$ cat config.mk
export PLATFORM = sky130hd
export DESIGN_NAME = rx_block_sync_descrambler_flat
export DESIGN_NICKNAME = d
export VERILOG_FILES = /design/src/rtl/rx_block_sync_descrambler_if.sv /design/src/rtl/rx_block_sync_descrambler.sv /design/src/flat_wrapper.sv
export SDC_FILE = /design/constraint.sdc
export NUM_CORES = 1
export LEC_CHECK = 0
export ABC_AREA = 1
export CORE_UTILIZATION = 25
export CTS_BUF_LIST = sky130_fd_sc_hd__clkbuf_8 sky130_fd_sc_hd__clkbuf_16
export DETAILED_ROUTE_END_ITERATION = 6
export GPL_TIMING_DRIVEN = 0
export MAX_ROUTING_LAYER = met4
export SETUP_SLACK_MARGIN = 0.15
export SYNTH_ARGS = -nofsm -noshare
export SYNTH_HDL_FRONTEND = slang
export SYNTH_SLANG_ARGS = --single-unit
$ cat constraint.sdc
create_clock -name clk -period 7.8 [get_ports clk]
set_clock_uncertainty 0.05 [all_clocks]
set_input_delay 1.95 -clock clk [delete_from_list [all_inputs] [get_ports clk]]
set_output_delay 1.95 -clock clk [all_outputs]
set_load 0.01 [all_outputs]
$ cat src/rtl/rx_block_sync_descrambler_if.sv
// RX 64b/66b block bus: gearbox-side input word, descrambled output word,
// lock status and slip request. Optional sync_err_cnt (RX_SYNC_ERR_CNT_EN).
interface rx_block_sync_descrambler_if;
  logic        data_valid;
  logic [1:0]  sync_info;
  logic [0:63] data_in;
  logic [0:63] data_out;
  logic [1:0]  sync_out;
  logic        data_out_valid;
  logic        block_lock;
  logic        slip;
`ifdef RX_SYNC_ERR_CNT_EN
  logic [15:0] sync_err_cnt;

  modport master (
    output data_valid, sync_info, data_in,
    input  data_out, sync_out, data_out_valid,
    input  block_lock, slip, sync_err_cnt
  );

  modport slave (
    input  data_valid, sync_info, data_in,
    output data_out, sync_out, data_out_valid,
    output block_lock, slip, sync_err_cnt
  );
`else
  modport master (
    output data_valid, sync_info, data_in,
    input  data_out, sync_out, data_out_valid,
    input  block_lock, slip
  );

  modport slave (
    input  data_valid, sync_info, data_in,
    output data_out, sync_out, data_out_valid,
    output block_lock, slip
  );
`endif
endinterface

$ cat src/rtl/rx_block_sync_descrambler.sv
// 64b/66b RX block lock (HUNT/SLIP_WAIT/LOCKED) + x^58+x^39+1 descrambler.
// Ports: clk, reset (async, active-high), bus (slave): data_valid,
// sync_info, data_in in; data_out, sync_out, data_out_valid, block_lock,
// slip out. Define RX_SYNC_ERR_CNT_EN to add bus.sync_err_cnt.
module rx_block_sync_descrambler #(
  parameter int RX_DATA_WIDTH    = 64,
  parameter int LOCK_COUNT       = 64,
  parameter int BAD_LIMIT        = 16,
  parameter int SLIP_WAIT_CYCLES = 32
) (
  input logic clk,
  input logic reset,
  rx_block_sync_descrambler_if.slave bus
);
  localparam int GW = $clog2(LOCK_COUNT + 1);
  localparam int BW = $clog2(BAD_LIMIT + 1);
  localparam int WW = $clog2(SLIP_WAIT_CYCLES + 1);

  localparam logic [GW-1:0] GOOD_LAST = GW'(LOCK_COUNT - 1);
  localparam logic [GW-1:0] WIN_LAST  = GW'(LOCK_COUNT);
  localparam logic [BW-1:0] BAD_LAST  = BW'(BAD_LIMIT);
  localparam logic [WW-1:0] WAIT_LAST = WW'(SLIP_WAIT_CYCLES - 1);

  typedef enum logic [1:0] {
    HUNT,
    SLIP_WAIT,
    LOCKED
  } state_e;

  state_e state_q, state_d;
  logic [GW-1:0] good_cnt_q, good_cnt_d;
  logic [GW-1:0] win_cnt_q, win_cnt_d;
  logic [BW-1:0] bad_cnt_q, bad_cnt_d;
  logic [WW-1:0] wait_cnt_q, wait_cnt_d;
  logic [57:0] scr_q, scr_d;
  logic [0:RX_DATA_WIDTH-1] data_out_q, data_out_d;
  logic [1:0] sync_out_q, sync_out_d;
  logic dout_vld_q, dout_vld_d;
  logic block_lock_q, block_lock_d;
  logic slip_q, slip_d;
`ifdef RX_SYNC_ERR_CNT_EN
  logic [15:0] err_cnt_q, err_cnt_d;
`endif

  logic [57:0] scr_nxt;
  logic [0:RX_DATA_WIDTH-1] descr;
  logic good_hdr;
  logic [GW-1:0] win_n;
  logic [BW-1:0] bad_n;

  // Self-synchronizing: the received (scrambled) bit enters the register.
  always_comb begin
    scr_nxt = scr_q;
    descr   = '0;
    for (int i = 0; i < RX_DATA_WIDTH; i++) begin
      descr[i] = bus.data_in[i] ^ scr_nxt[38] ^ scr_nxt[57];
      scr_nxt  = {scr_nxt[56:0], bus.data_in[i]};
    end
  end

  assign good_hdr = bus.sync_info[1] ^ bus.sync_info[0];
  assign win_n    = win_cnt_q + 1'b1;
  assign bad_n    = bad_cnt_q + BW'(!good_hdr);

  always_comb begin
    state_d    = state_q;
    good_cnt_d = good_cnt_q;
    win_cnt_d  = win_cnt_q;
    bad_cnt_d  = bad_cnt_q;
    wait_cnt_d = wait_cnt_q;
    scr_d      = scr_q;
    data_out_d = data_out_q;
    sync_out_d = sync_out_q;
    dout_vld_d = 1'b0;
    slip_d     = 1'b0;
`ifdef RX_SYNC_ERR_CNT_EN
    err_cnt_d  = err_cnt_q;
`endif

    if (bus.data_valid) scr_d = scr_nxt;

    if (bus.data_valid && state_q == LOCKED) begin
      data_out_d = descr;
      sync_out_d = bus.sync_info;
      dout_vld_d = 1'b1;
    end

    unique case (1'b1)
      (state_q == HUNT): begin
        if (bus.data_valid) begin
          if (good_hdr) begin
            if (good_cnt_q == GOOD_LAST) begin
              state_d    = LOCKED;
              good_cnt_d = '0;
              win_cnt_d  = '0;
              bad_cnt_d  = '0;
            end else begin
              good_cnt_d = good_cnt_q + 1'b1;
            end
          end else begin
            slip_d     = 1'b1;
            state_d    = SLIP_WAIT;
            good_cnt_d = '0;
            wait_cnt_d = '0;
          end
        end
      end
      (state_q == SLIP_WAIT): begin
        if (wait_cnt_q == WAIT_LAST) begin
          state_d    = HUNT;
          wait_cnt_d = '0;
        end else begin
          wait_cnt_d = wait_cnt_q + 1'b1;
        end
      end
      (state_q == LOCKED): begin
        if (bus.data_valid) begin
`ifdef RX_SYNC_ERR_CNT_EN
          if (!good_hdr && err_cnt_q != 16'hFFFF)
            err_cnt_d = err_cnt_q + 1'b1;
`endif
          // Unlock takes priority over the window close.
          if (bad_n == BAD_LAST) begin
            slip_d     = 1'b1;
            state_d    = SLIP_WAIT;
            win_cnt_d  = '0;
            bad_cnt_d  = '0;
            wait_cnt_d = '0;
          end else if (win_n == WIN_LAST) begin
            win_cnt_d = '0;
            bad_cnt_d = '0;
          end else begin
            win_cnt_d = win_n;
            bad_cnt_d = bad_n;
          end
        end
      end
      default: state_d = HUNT;
    endcase

    block_lock_d = (state_d == LOCKED);
  end

  always_ff @(posedge clk or posedge reset) begin
    if (reset) begin
      state_q      <= HUNT;
      good_cnt_q   <= '0;
      win_cnt_q    <= '0;
      bad_cnt_q    <= '0;
      wait_cnt_q   <= '0;
      scr_q        <= '1;
      data_out_q   <= '0;
      sync_out_q   <= '0;
      dout_vld_q   <= 1'b0;
      block_lock_q <= 1'b0;
      slip_q       <= 1'b0;
`ifdef RX_SYNC_ERR_CNT_EN
      err_cnt_q    <= '0;
`endif
    end else begin
      state_q      <= state_d;
      good_cnt_q   <= good_cnt_d;
      win_cnt_q    <= win_cnt_d;
      bad_cnt_q    <= bad_cnt_d;
      wait_cnt_q   <= wait_cnt_d;
      scr_q        <= scr_d;
      data_out_q   <= data_out_d;
      sync_out_q   <= sync_out_d;
      dout_vld_q   <= dout_vld_d;
      block_lock_q <= block_lock_d;
      slip_q       <= slip_d;
`ifdef RX_SYNC_ERR_CNT_EN
      err_cnt_q    <= err_cnt_d;
`endif
    end
  end

  assign bus.data_out       = data_out_q;
  assign bus.sync_out       = sync_out_q;
  assign bus.data_out_valid = dout_vld_q;
  assign bus.block_lock     = block_lock_q;
  assign bus.slip           = slip_q;
`ifdef RX_SYNC_ERR_CNT_EN
  assign bus.sync_err_cnt   = err_cnt_q;
`endif
endmodule

$ cat src/flat_wrapper.sv
// flat-port wrapper written by rule: the top's interface ports become plain ports
module rx_block_sync_descrambler_flat 
#(
  parameter int RX_DATA_WIDTH    = 64,
  parameter int LOCK_COUNT       = 64,
  parameter int BAD_LIMIT        = 16,
  parameter int SLIP_WAIT_CYCLES = 32
)
  (clk, reset, bus_data_valid, bus_sync_info, bus_data_in, bus_data_out, bus_sync_out, bus_data_out_valid, bus_block_lock, bus_slip);
  rx_block_sync_descrambler_if bus_i ();
  input logic clk;
  input logic reset;
  input wire logic [$bits(bus_i.data_valid)-1:0] bus_data_valid;
  input wire logic [$bits(bus_i.sync_info)-1:0] bus_sync_info;
  input wire logic [$bits(bus_i.data_in)-1:0] bus_data_in;
  output wire logic [$bits(bus_i.data_out)-1:0] bus_data_out;
  output wire logic [$bits(bus_i.sync_out)-1:0] bus_sync_out;
  output wire logic [$bits(bus_i.data_out_valid)-1:0] bus_data_out_valid;
  output wire logic [$bits(bus_i.block_lock)-1:0] bus_block_lock;
  output wire logic [$bits(bus_i.slip)-1:0] bus_slip;
  assign bus_i.data_valid = bus_data_valid;
  assign bus_i.sync_info = bus_sync_info;
  assign bus_i.data_in = bus_data_in;
  assign bus_data_out = bus_i.data_out;
  assign bus_sync_out = bus_i.sync_out;
  assign bus_data_out_valid = bus_i.data_out_valid;
  assign bus_block_lock = bus_i.block_lock;
  assign bus_slip = bus_i.slip;
  rx_block_sync_descrambler #(.RX_DATA_WIDTH(RX_DATA_WIDTH), .LOCK_COUNT(LOCK_COUNT), .BAD_LIMIT(BAD_LIMIT), .SLIP_WAIT_CYCLES(SLIP_WAIT_CYCLES)) u_core (.clk(clk), .reset(reset), .bus(bus_i));
endmodule
# After elaboration in Yosys (flattened, before gate mapping)
# Cells that the tools add are included.
word_totals:
  register_bits: 154
  input_bits: 69
  output_inout_bits: 69
  wordCells: 200
op_classes:
  add_sub_neg: 4
  eq_ne: 13
  n_mux: 35
  bitwise: 129
  n_reduce_logical: 8
ops:
  columns: ["op", "n"]
  rows:
  - ["$xor 1x1->1", 129]
  - ["$mux 7", 8]
  - ["$mux 5", 6]
  - ["$mux 6", 5]
  - ["$pmux 6 s3", 1]
  - ["$add 7x1->7 const B", 2]
  - ["$pmux 7 s2", 1]
  - ["$mux 2", 6]
  - ["$ne 2x2->1 const B", 5]
  - ["$pmux 5 s2", 1]
  - ["$reduce_and 5->1", 2]
  - ["$eq 7x6->1 const B", 1]
  - ["$eq 7x7->1 const B", 1]
  - ["$add 6x1->6 const B", 1]
  - ["$eq 6x5->1 const B", 1]
  - ["$pmux 2 s3", 1]
  - ["$add 5x1->5", 1]
  - ["$eq 5x5->1 const B", 1]
  - ["$mux 1", 5]
  - ["$eq 2x2->1 const B", 2]
  - ["$reduce_bool 3->1", 1]
  - ["$eq 2x1->1 const B", 1]
  - ["$logic_not 2->1", 1]
  - ["$ne 2x1->1 const B", 1]
  - ["5 further kinds", 5]

# Logic depth before layout (Yosys ltp)
# Gate-level depths: netlist (run 1).
depth:
  depth_word: 8
  mapped_depth: 16

# Least setup slack after synthesis (run 1)
# No wires, ideal clock.
synth_timing:
  kind: "input-to-reg"
  startpoint: "input port bus_sync_info[0]"
  endpoint: "register u_core.win_cnt_q[4]"
  setup_ps: 126
  arrival_ps: 3554
  required_time_ps: 7624
  slack_ps: 4070
  path_stages: 14
  path_buffers: 1
  path_cell_list: "inv_1 -> nand2_1 -> nand2_2 -> inv_1 -> ha_1 -> ha_1 -> or2_2 -> nor2_1 -> nand3_1 -> nand2_2 -> nor2_4 -> buf_6 -> nand2_1 -> o21ai_0"
synth_between:
  elab_chain_cells: 7
  word_cells_on_any_way: 9
  cone_classes: "1 x add/sub; 2 x eq/ne; 3 x mux; 1 x bitwise; 2 x reduce/logical"
synth_lines:
  columns: ["element", "line_no", "text"]
  rows:
  - ["start, declared", "flat_wrapper.sv:14", "input wire logic [$bits(bus_i.sync_info)-1:0] bus_sync_info;"]
  - ["$xor 1x1->1 *", "rx_block_sync_descrambler.sv:61", "assign good_hdr = bus.sync_info[1] ^ bus.sync_info[0];"]
  - ["$logic_not 1->1", "rx_block_sync_descrambler.sv:63", "assign bad_n = bad_cnt_q + BW'(!good_hdr);"]
  - ["$add 5x1->5", "rx_block_sync_descrambler.sv:63", null]
  - ["$eq 5x5->1", "rx_block_sync_descrambler.sv:123", "if (bad_n == BAD_LAST) begin"]
  - ["$mux 7", "rx_block_sync_descrambler.sv:123", null]
  - ["$mux 7", "rx_block_sync_descrambler.sv:117", "if (bus.data_valid) begin"]
  - ["$pmux 7 s2", "rx_block_sync_descrambler.sv:88", "unique case (1'b1)"]
  - ["end signal, assigned", "rx_block_sync_descrambler.sv:163", "win_cnt_q <= win_cnt_d;"]
  - ["end, declared", "rx_block_sync_descrambler.sv:32", "logic [GW-1:0] win_cnt_q, win_cnt_d;"]
# Mark *: on every way between the ends. The rest lies on a longest branch, timed or not. The select of a mux whose other input is x is not followed.
# A chain may end at the register's enable or synchronous reset.

# Final worst setup path (run 1)
# Same ends and word-level chain as after synthesis.

==> results.ini, run 1 <==
[route]
drt_iter0_markers=309
drt_pre_antenna_iters=4
dr_total_vias=5744
wirelength_um=22030
viasPerCell=4.220
route.detailed.drc=0
drt-wirelength-per-cell_um=16.19
final_antenna_net_count=0

[critical_path]
endpoint=u_core.win_cnt_q[4]
crit_start=bus_sync_info[0]
regToRegStartpoint=u_core.bad_cnt_q[0]
crit_family=simple AND/OR/NAND/NOR gates
arrival_ps=4270
crit_type=in -> reg
reg2reg_slack_ps=5710
r2r_cells=10
critPathLaunchType=primary input
path_max_fanout=10
path_buf_inv=4
worstSetupEndpointType=register
critPathSlowestCell=clkdlybuf4s50_1
cp_slowest_stage_delay_ps=430
crit_cells=15
timing.rr.end=u_core.win_cnt_q[4]
critPathRequiredTime_ps=8060
path_cells=clkdlybuf4s50_1 > inv_1 > nand2_1 > nand2_2 > inv_1 > ha_1 > ha_1 > or2_2 > nor2_1 > nand3_1 > nand2_2 > nor2_4 > buf_6 > nand2_1 > o21ai_0

[die]
die_h_um=173.9
core_area_um2=28860
die_area_um2=30240
start_util_pct=25.60
core.rowCount=62
num_io_pins=138
die_w_um=173.9

[timing]
fin_hold_ws_ps=418.4
finalSetupViolCount=0
period_share_pct=51.51
timing.fmax_mhz=248.9
hold_violations=0
tns_ps=0
tightest_slew_ps=804.3
slew_viol_final=0
rsz0062_at_grt=false
slew_headroom_pct=46.38
min_period_ps=4018

[logic_synthesis]
synth_nets=880
synth-seq-area-share_pct=53.14
yosys.area.top_type_share_pct=32.51
avgSynthCellArea_um2=9.167
async_flop_share_pct=100.0
yosysUniqueCellTypes=33
yosys.area.top_type=dfrtp_1
ys_top_cells_by_area=dfrtp_1, dfstp_2, nand2_1, xor2_1, xnor2_1
ys_warn_count=0
ys_ff_latch=154
syn_inst=806
syn_area_um2=7388
synth_edf_count=0
dominantRegCellSynth=dfrtp_1

[grt]
grt_pass1_wl_um=34160
met2_usage_pct=24.53
grt_overflow=0
met3_usage_pct=3.062
grt_pass1_vias=5714
grt_max_degree=111
antenna_found_initial=2
met1_usage_pct=20.58
grt_usage_pct=15.63
grt-busiest-layer=met2

[layout]
nets=1036
fill_cells=3005
layout_commonest_cell=nand2_1
finalInstanceArea_um2=9841
layout_common_cells=nand2_1, clkdlybuf4s50_1, dfrtp_1, xor2_1, xnor2_1
area_delta_synth_final_pct=33.19
final_cells=1361
layout-drive-gt1-share_pct=12.92

[min_path]
min_path_type=reg -> reg

[cts]
clkTransAtPathRegs_ps=70
post-cts-setup-buffer-count=0
root_buffer=clkbuf_16
clock_path_buffers=2
cts_buffers=17
cts_tree=yes
cts.sinks=154
clkLatencyLatePin_ps=440
htreeDepth=4
cts_hold_buf=0
ctsResizeCount=0

[power]
ir_drop_mv=0.1591
pwr_density_cell_nw_per_um2=216.4
leakagePower_nw=4.456
p_total_mw=2.129

[place]
io_buffer_count=136
dp_hpwl_um=16860
dp.cells=1327
routabilityCongestion=0.8491
place_area_um2=9265

[job]
drv_cap=0

[run_status]
outcome=complete, no violations

==> layer usage <==
| layer | vias to the layer above | routed length (um) |
|---|---|---|
| li1 | 2841 | - |
| met1 | 2754 | 10250 |
| met2 | 133 | 10630 |
| met3 | 16 | 890 |
| met4 | 0 | 250 |
| met5 | - | 0 |
==> worst min path at each step <==
stage | start | end | slack (ps) | depth (start not counted)
global route | u_core.scr_q[49] | u_core.scr_q[49] | 430 | 2
CTS | u_core.scr_q[44] | u_core.scr_q[44] | 420 | 2
finish | u_core.scr_q[47] | u_core.scr_q[47] | 420 | 2
floorplan | u_core.scr_q[50] | u_core.scr_q[50] | 400 | 2
detailed placement | u_core.scr_q[47] | u_core.scr_q[47] | 410 | 2
global placement | u_core.scr_q[51] | u_core.scr_q[51] | 410 | 2
==> cell families after synthesis <==
kind of cell / count (synthesis) / share of synthesized area [%]
buf+inv: 62 / 4.234
xor+xnor: 132 / 15.65
fa+ha+maj: 5 / 0.8467
flops: 154 / 53.14
simple gates: 370 / 20.17
compound gates: 83 / 5.961
==> synth_stat cells (2+ instances only) <==
cell / number
a21oi_1: 2
buf_2: 4
buf_6: 9
clkbuf_1: 14
dfrtp_1: 96
dfstp_2: 58
ha_1: 5
inv_1: 29
inv_2: 3
nand2_1: 315
nand2_2: 3
nand3_1: 18
nand3_2: 2
nand4_1: 2
nor2_1: 22
nor2_4: 2
o211ai_1: 2
o21ai_0: 9
o21ai_1: 64
o21ai_2: 4
xnor2_1: 65
xor2_1: 67
==> where the power goes <==
group	total (mW)	switching (mW)	internal, mW	leakage, nW
combinational	0.371	0.195	0.176	2.33
sequential	0.954	0.0645	0.890	1.85
clock	0.804	0.375	0.429	0.276
==> worst register-to-register path: stages (launching register included) <==
cell     delay, ps
dfrtp_1        380
ha_1           230
ha_1           290
or2_2          300
nor2_1         130
nand3_1        120
nand2_2        160
nor2_4          50
buf_6          140
nand2_1         60
o21ai_0         70
==> cell type report <==
cell class | count | area [um^2] | area share [%]
Sequential cell | 154 | 3926 | 39.90
Multi-Input combinational cell | 590 | 3149 | 32.00
Timing Repair Buffer | 137 | 1389 | 14.11
Tap cell | 384 | 480.5 | 4.882
Clock buffer | 18 | 439.2 | 4.463
Buffer | 28 | 181.4 | 1.844
Inverter | 34 | 138.9 | 1.411
Clock inverter | 14 | 131.4 | 1.335
Antenna cell | 2 | 5.005 | 0.05086
==> per-stage QoR <==
stage | setup slack [ps] | utilization [%]
floorplan | 1746 | -
global placement | -686.0 | 31.98
detailed placement | 3373 | 32.11
CTS | 3811 | 34.08
global route | 3636 | 34.10
finish | 3783 | 34.10
==> registers in the layout, indices dropped and copies added, names as in the netlist, 2 cells and up <==
signal	cells
u_core.win_cnt_q	7
u_core.bus.data_out	64
u_core.scr_q	58
u_core.good_cnt_q	7
u_core.bus.sync_out	2
u_core.state_q	2
u_core.wait_cnt_q	6
u_core.bad_cnt_q	5
No activity file was read; power rests on OpenSTA's default activity.
==> run 2, diff against run 1 <==
- clock period: 7.8 -> 3.69 ns (I/O delays scaled with it)
==> run 2 against run 1 <==
Against the previous run: global-route usage rose by 0.20 points; final cell count is essentially flat; combinational power grew 110%; register-to-register slack worse by 4100 ps; non-clock buffer count rose by 3; clock-buffer cell count shrank 1; setup slack worse by 3000 ps; worst hold slack barely moved; routed wire length is 1.2% higher; critical path type unchanged; largest cell class unchanged.
==> results.ini, run 2 (synthesis gave the netlist of run 1 again) <==
[place]
dp.cells=1330  ; +0.23%
io_buffer_count=136  ; unchanged
dp_hpwl_um=17100  ; +1.4%
place_area_um2=9314  ; +0.53%
routabilityCongestion=0.8473  ; -0.21%

[layout]
final_cells=1362  ; +0.073%
largest_register_ffs=64  ; unchanged
layout-drive-gt1-share_pct=13.19  ; +0.27 points
insertedDiodeCount=0  ; -2
layout_common_cells=nand2_1, clkdlybuf4s50_1, dfrtp_1, xor2_1, xnor2_1
regArea_um2=3926  ; unchanged
finalInstanceArea_um2=9940  ; +1.0%
layout_commonest_cell=nand2_1
fill_cells=2966  ; -1.3%
multi_input_area_um2=3149  ; unchanged
area_delta_synth_final_pct=34.53
nets=1039  ; +0.29%

[timing]
period_share_pct=79.33
fin_hold_ws_ps=418.5  ; +0.04500 ps
finalSetupViolCount=0  ; unchanged
hold_violations=0  ; unchanged
timing.fmax_mhz=341.6
slew_headroom_pct=46.55  ; +0.17 points
min_period_ps=2927
slew_viol_final=0  ; unchanged
tns_ps=0  ; unchanged
tightest_slew_ps=801.7  ; -2.602 ps
rsz0062_at_grt=false

[die]
die_area_um2=30240  ; unchanged
num_io_pins=138  ; unchanged
core_area_um2=28860  ; unchanged
start_util_pct=25.60  ; unchanged
core.rowCount=62  ; unchanged
die_w_um=173.9  ; unchanged
die_h_um=173.9  ; unchanged

[grt]
grt_max_degree=41  ; -63%
grt_overflow=0  ; unchanged
antenna_found_initial=0  ; -2
grt_usage_pct=15.82  ; +0.20 points
grt_pass1_wl_um=34270  ; +0.30%
grt_pass1_vias=5813  ; +1.7%

[critical_path]
worstSetupEndpointType=register
critPathRequiredTime_ps=3960  ; -4100 ps
path_max_fanout=10  ; unchanged
critPathLaunchType=primary input
crit_type=in -> reg
arrival_ps=3190  ; -1080 ps

[power]
leakagePower_nw=4.505  ; +1.1%
p_total_mw=4.692  ; +120%
pwr_density_cell_nw_per_um2=472.1  ; +120%
ir_drop_mv=0.3250  ; +100%

[route]
drt_iter0_markers=353  ; +14%
wirelength_um=22300  ; +1.2%
viasPerCell=4.257  ; +0.87%
dr_total_vias=5798  ; +0.94%
drt-wirelength-per-cell_um=16.38  ; +1.2%
final_antenna_net_count=0  ; unchanged
drt_pre_antenna_iters=5  ; +1
route.detailed.drc=0  ; unchanged

[min_path]
min_path_type=reg -> reg

[cts]
cts.sinks=154  ; unchanged
cts_buffers=17  ; unchanged
clock_path_buffers=2  ; unchanged
clkLatencyLatePin_ps=440  ; about the same
cts_hold_buf=0  ; unchanged
ctsResizeCount=0  ; unchanged
cts_tree=yes
clkTransAtPathRegs_ps=70  ; about the same
htreeDepth=4  ; unchanged
post-cts-setup-buffer-count=0  ; unchanged
root_buffer=clkbuf_16

[job]
drv_cap=0  ; unchanged

[run_status]
outcome=complete, no violations

==> run 2: final timing paths <==
| check | startpoint | end | slack [ps] | cells past startpoint |
|---|---|---|---|---|
| worst min register to register | u_core.scr_q[51] | u_core.scr_q[51] | 420 | 2 |
| worst min-delay path | u_core.scr_q[51] | u_core.scr_q[51] | 420 | 2 |
| worst max-delay path | bus_sync_info[1] | u_core.bad_cnt_q[2] | 760 | 15 |
| max in group asynchronous | reset | u_core.scr_q[5] | 1880 | 4 |
| worst max register to register | u_core.bad_cnt_q[0] | u_core.bad_cnt_q[2] | 1650 | 10 |
| min in group asynchronous | reset | u_core.bus.data_out[44] | 830 | 2 |
==> run 2: power breakdown <==
group | internal, mW | total [mW] | leakage (nW) | switching, mW
logic | 0.378 | 0.793 | 2.35 | 0.415
clock network | 1.09 | 1.88 | 0.307 | 0.791
registers | 1.88 | 2.02 | 1.85 | 0.136
==> run 2: final cells by class <==
type                       instances  area share, %
clock inverter                    15          2.014
clock buffer                      17          4.280
timing repair buffer             140          14.50
buffer                            28          1.825
inverter                          34          1.360
tap                              384          4.834
sequential                       154          39.50
multi-input combinational        590          31.68
==> run 2: worst max-delay path: stages <==
cell	delay (ps)
clkdlybuf4s50_1	430
inv_1	80
nand2_1	60
nand2_2	130
inv_1	80
ha_1	220
ha_1	300
or2_2	290
nor2_1	110
nand3_1	110
nand2_2	150
nor2_4	50
buf_6	140
nand3_1	70
nand2_1	50
==> run 2: metrics by stage <==
step / util (%) / setup slack (ps)
2_1_floorplan: - / 819.9
3_3_place_gp: 32.00 / -691.9
3_5_place_dp: 32.28 / 323.3
4_1_cts: 34.44 / 758.6
5_1_grt: 34.44 / 567.8
6_report: 34.44 / 762.6
==> run 2: per-layer routing <==
| metal | routed length (um) | track usage [%] | vias up |
|---|---|---|---|
| met2 | 10640 | 24.90 | 181 |
| met1 | 9941 | 20.32 | 2766 |
| met4 | 491 | 5.775 | 0 |
| met5 | 0 | - | - |
| li1 | - | - | 2829 |
| met3 | 1231 | 2.800 | 22 |
==> run 3, diff against run 2 <==
- clock period: 3.69 -> 2.85 ns (I/O delays scaled with it)
==> run 3 against run 2 <==
Against the previous run: utilization rose by 0.18 points; largest cell class unchanged; via count is essentially flat; non-clock buffer count rose by 4; clock-buffer cell count stayed put; first-iteration DRC count decreased by 9.9%; die area unchanged; routed wire length is 0.16% higher; critical path depth stayed put; combinational power increased by 30%; critical path type unchanged; clock power increased by 30%; register-to-register slack worse by 800 ps; flip-flop and latch count did not move.
==> results.ini, run 3 (synthesis gave the netlist of run 1 again) <==
[run_status]
outcome=complete, no violations

[cts]
cts_tree=yes
htreeDepth=4  ; unchanged
root_buffer=clkbuf_16
cts_buffers=17  ; unchanged
clkTransAtPathRegs_ps=70  ; about the same
cts.sinks=154  ; unchanged
clock_path_buffers=2  ; unchanged
clkLatencyLatePin_ps=430  ; about the same

[route]
drt_pre_antenna_iters=4  ; -1
viasPerCell=4.241  ; -0.38%
final_antenna_net_count=0  ; unchanged
route.detailed.drc=0  ; unchanged
drt_iter0_markers=318  ; -9.9%
drt-wirelength-per-cell_um=16.35  ; -0.13%
wirelength_um=22340  ; +0.16%
dr_total_vias=5793  ; -0.086%

[grt]
grt_pass1_wl_um=34320  ; +0.16%
grt_overflow=0  ; unchanged
antenna_found_initial=0  ; unchanged
grt_max_degree=41  ; unchanged
grt_pass1_vias=5836  ; +0.40%
grt_usage_pct=15.84  ; +0.019 points

[timing]
timing.fmax_mhz=435.4
min_period_ps=2297
slew_headroom_pct=46.36  ; -0.19 points
slew_viol_final=0  ; unchanged
rsz0062_at_grt=false
hold_violations=0  ; unchanged
tns_ps=0  ; unchanged
finalSetupViolCount=0  ; unchanged
tightest_slew_ps=804.6  ; +2.903 ps
fin_hold_ws_ps=418.3  ; -0.1990 ps
period_share_pct=80.59

[critical_path]
timing.rr.end=u_core.win_cnt_q[6]
arrival_ps=2560  ; -630 ps
path_max_fanout=10  ; unchanged
critPathRequiredTime_ps=3110  ; -850 ps
r2r_cells=10  ; unchanged
critPathLaunchType=primary input
crit_type=in -> reg
regToRegStartpoint=u_core.bad_cnt_q[0]
worstSetupEndpointType=register
reg2reg_slack_ps=850  ; -800 ps

[die]
num_io_pins=138  ; unchanged
core_area_um2=28860  ; unchanged
die_area_um2=30240  ; unchanged
die_h_um=173.9  ; unchanged
die_w_um=173.9  ; unchanged
core.rowCount=62  ; unchanged
start_util_pct=25.60  ; unchanged

[min_path]
hold_path_depth=2  ; unchanged
hold_start=u_core.scr_q[51]
min_path_type=reg -> reg
holdPathEnd=u_core.scr_q[51]

[place]
io_buffer_count=136  ; unchanged
routabilityCongestion=0.8473  ; unchanged
dp_hpwl_um=17100  ; unchanged

[layout]
layout-drive-gt1-share_pct=13.85  ; +0.66 points
fin_util_pct=34.63  ; +0.18 points
nets=1043  ; +0.38%
fill_cells=2962  ; -0.13%
largest_register_ffs=64  ; unchanged
insertedDiodeCount=0  ; unchanged
layout_common_cells=nand2_1, clkdlybuf4s50_1, dfrtp_1, xor2_1, xnor2_1
layout_commonest_cell=nand2_1
area_delta_synth_final_pct=35.24

[power]
ir_drop_mv=0.4189  ; +29%
leakagePower_nw=4.541  ; +0.80%
p_total_mw=6.085  ; +30%
pwr_density_cell_nw_per_um2=609.0  ; +29%

[job]
drv_cap=0  ; unchanged

==> run 3: cell types whose count changed in the layout (fill, tap and decap cells not counted), sizes merged <==
cell / previous run / this run
buf: 18 / 22
clkdlybuf4s50: 136 / 134
dlymetal6s2s: 0 / 2
==> run 3: worst max-delay path by stage <==
stage,from,to,slack [ps],depth (start not counted)
2_1_floorplan,reset,u_core.bad_cnt_q[0],190,1
3_3_place_gp,reset,u_core.wait_cnt_q[3],-1320,2
3_5_place_dp,bus_sync_info[1],u_core.win_cnt_q[6],-310,15
4_1_cts,bus_sync_info[1],u_core.bad_cnt_q[2],170,15
5_1_grt,bus_sync_info[1],u_core.win_cnt_q[4],420,15
6_report,bus_sync_info[1],u_core.win_cnt_q[6],550,15
==> run 3: where the power goes <==
group          total, mW  internal (mW)  switching (mW)
clock network       2.44           1.41            1.03
logic               1.03          0.494           0.539
registers           2.61           2.44           0.175
total               6.09           4.34            1.74
==> run 3: final cells by class <==
cell class	count	area (um^2)	area share, %
flip-flops and latches	154	3926	39.29
plain buffers	28	181.4	1.816
inverters	34	135.1	1.352
well taps	384	480.5	4.808
clock buffers	17	425.4	4.257
clock inverters	15	200.2	2.004
multi-input cells	590	3167	31.69
repair buffers	144	1476	14.78
==> run 3: per-layer routing <==
| metal | GRT usage, % | share of wire (%) | vias up | routed length [um] |
|---|---|---|---|---|
| met5 | - | 0 | - | 0 |
| met4 | 5.775 | 2.2 | 0 | 484 |
| met3 | 2.800 | 5.2 | 22 | 1161 |
| met2 | 24.95 | 48 | 167 | 10670 |
| met1 | 20.34 | 45 | 2765 | 10020 |
| li1 | - | - | 2839 | - |
==> run 3: through the flow <==
step / cell area [um^2] / worst slack (ps) / cells
floorplan: 7392 / 189.9 / 806
global placement: 9234 / -1322 / 1326
detailed placement: 9314 / -306.7 / 1330
CTS: 9952 / 165.9 / 1363
global route: 9992 / 416.3 / 1366
finish: 9992 / 553.3 / 1366
==> run 3: repair_timing <==
action | in CTS | in global routing
buffers inserted | 1 | 3
gates resized for setup | 1 | 6
setup endpoints to repair | 8 | 20
cloned | 0 | 0
pin swaps | 1 | 2
hold buffers | 0 | 0
==> run 3: critical path, cell delays in order <==
cell            delay (ps)
dlymetal6s2s_1         140
inv_2                   60
nand2_1                 70
nand2_4                 90
inv_1                   80
ha_4                   170
ha_1                   280
or2_2                  290
nor2_1                 110
nand3_1                110
nand2_2                130
nor2_4                  50
buf_6                  140
nand3_1                 70
nand2_1                 60
==> edit: new RTL, config.mk and constraints of run 3 <==
`SLIP_WAIT_CYCLES` is set to 32 in 2 places; all go to 64.
--- a/src/rtl/rx_block_sync_descrambler.sv
+++ b/src/rtl/rx_block_sync_descrambler.sv
@@ -6,7 +6,7 @@
   parameter int RX_DATA_WIDTH    = 64,
   parameter int LOCK_COUNT       = 64,
   parameter int BAD_LIMIT        = 16,
-  parameter int SLIP_WAIT_CYCLES = 32
+  parameter int SLIP_WAIT_CYCLES = 64
 ) (
   input logic clk,
   input logic reset,
--- a/src/flat_wrapper.sv
+++ b/src/flat_wrapper.sv
@@ -4,7 +4,7 @@
   parameter int RX_DATA_WIDTH    = 64,
   parameter int LOCK_COUNT       = 64,
   parameter int BAD_LIMIT        = 16,
-  parameter int SLIP_WAIT_CYCLES = 32
+  parameter int SLIP_WAIT_CYCLES = 64
 )
   (clk, reset, bus_data_valid, bus_sync_info, bus_data_in, bus_data_out, bus_sync_out, bus_data_out_valid, bus_block_lock, bus_slip);
   rx_block_sync_descrambler_if bus_i ();
Check against the original RTL: same outputs for any inputs over 10 cycles, from zero or initial values and one cycle with reset high; that may be too few to reach the edited logic, so the function may still have changed.
==> edit against run 3 <==
Synthesized area grew 0.37%. Register-to-register slack improved by 0.05 ns. Highest routed layer unchanged. Power grew 0.64%. Sequential cell count increased by 1. Global-route usage is 0.26 points higher. Routed wire length is 2.9% higher. Count of clock-buffer cells in the layout is 1 higher. Design area barely moved. Setup slack improved by 0.067 ns. Combinational power rose by 9%.
==> edit: results <==
export IMPL_run_status="completed"
export IMPL_drtPass1Iterations=5
export IMPL_yosysSeqAreaShare=0.533
export IMPL_drive_above_1_share=0.125
export IMPL_yosys_cell_types_count=31
export IMPL_dpl_cell_count=1341
export IMPL_avgSynthCellArea_um2=9.08
export IMPL_grt_pass1_vias=6103
export IMPL_ys_top_cells_by_area="dfrtp_1 33%, dfstp_2 21%, nand2_1 16%"
export IMPL_gp_congestion=0.818
export IMPL_pg_comb_mw=1.12
export IMPL_place_area_mm2=0.00934
export IMPL_worstSkewPairLatency_ns=0.42
export IMPL_synth_commonest_cells="322 x nand2_1, 97 x dfrtp_1, 64 x xnor2_1, 64 x xor2_1, 58 x dfstp_2"
export IMPL_p_switching_mw=1.79
export IMPL_p_leak_nw=4.49
export IMPL_largest_register_ffs=64
export IMPL_grt_max_degree=39
export IMPL_cts_setup_buffers=0
export IMPL_total_power_mw=6.12
export IMPL_final_cells=1377
export IMPL_first_iter_violations=394
export IMPL_cts_clk_slew_worst_paths_ns=0.07
export IMPL_hpwl_um=17400
export IMPL_worstPathMaxFanout=7
export IMPL_grt_pass1_wl_um=35500
export IMPL_synth_nets=891
export IMPL_hp_class="flip-flop to flip-flop"
export IMPL_nets=1051
export IMPL_pg_seq_mw=2.68
export IMPL_slew_headroom=0.472
export IMPL_grt_total_usage=0.161
export IMPL_cts_resized=4
export IMPL_route_detailed_wl_per_inst_um=16.7
export IMPL_routed_via_density=4.31
export IMPL_pre_cts_slack_ns=-0.467
export IMPL_peakVddDrop_v=0.000503
export IMPL_antenna_found_initial=3
==> edit: cell count changes in the layout (fill, tap and decap cells not counted), sizes merged, moves of 2 or more <==
cell / change
inv: -3
clkbuf: -2
nand4: +2
xor2: -3
nand3: +5
a21oi: +2
nand2: +3
o221ai: +2
diode: +3
==> edit: worst max-delay path: cells and delay by family <==
kind          cells  cell delay (ns)
fa+ha+maj         2             0.45
buf+inv           2             0.21
simple gates      9             1.11
==> edit: area by class of cell <==
class                      instances  area, µm²
multi-input combinational        602       3200
sequential                       155       3950
timing repair buffer             141       1450
inverter                          32        124
fill                            2956      18900
clock inverter                    14        160
buffer                            28        171
clock buffer                      18        439
tap                              384        480
antenna                            3       7.51
==> edit: kinds of logic after synthesis <==
| group | share of synthesized area |
|---|---|
| simple gates | 0.207 |
| buf+inv | 0.0393 |
| fa+ha+maj | 0.00844 |
| xor+xnor | 0.151 |
| flops | 0.533 |
| compound gates | 0.0616 |
==> edit: per-layer routing <==
metal  share of wire  up-vias  GRT usage
met5               0        -          -
met2            0.48      168      0.260
met3           0.061       25     0.0446
li1                -     2890          -
met4           0.021        0     0.0479
met1            0.44     2855      0.195
==> edit: final timing paths <==
kind                                          start                       to  slack (ns)  depth (start not counted)
worst max register to register  u_core.bad_cnt_q[0]     u_core.wait_cnt_q[6]        0.90                          9
max in group asynchronous                     reset         u_core.scr_q[46]        1.22                          4
min in group asynchronous                     reset  u_core.bus.data_out[25]        0.64                          2
worst min-delay path               u_core.scr_q[48]         u_core.scr_q[48]        0.42                          2
worst max-delay path               bus_sync_info[1]     u_core.wait_cnt_q[6]        0.62                         13
worst min register to register     u_core.scr_q[48]         u_core.scr_q[48]        0.42                          2
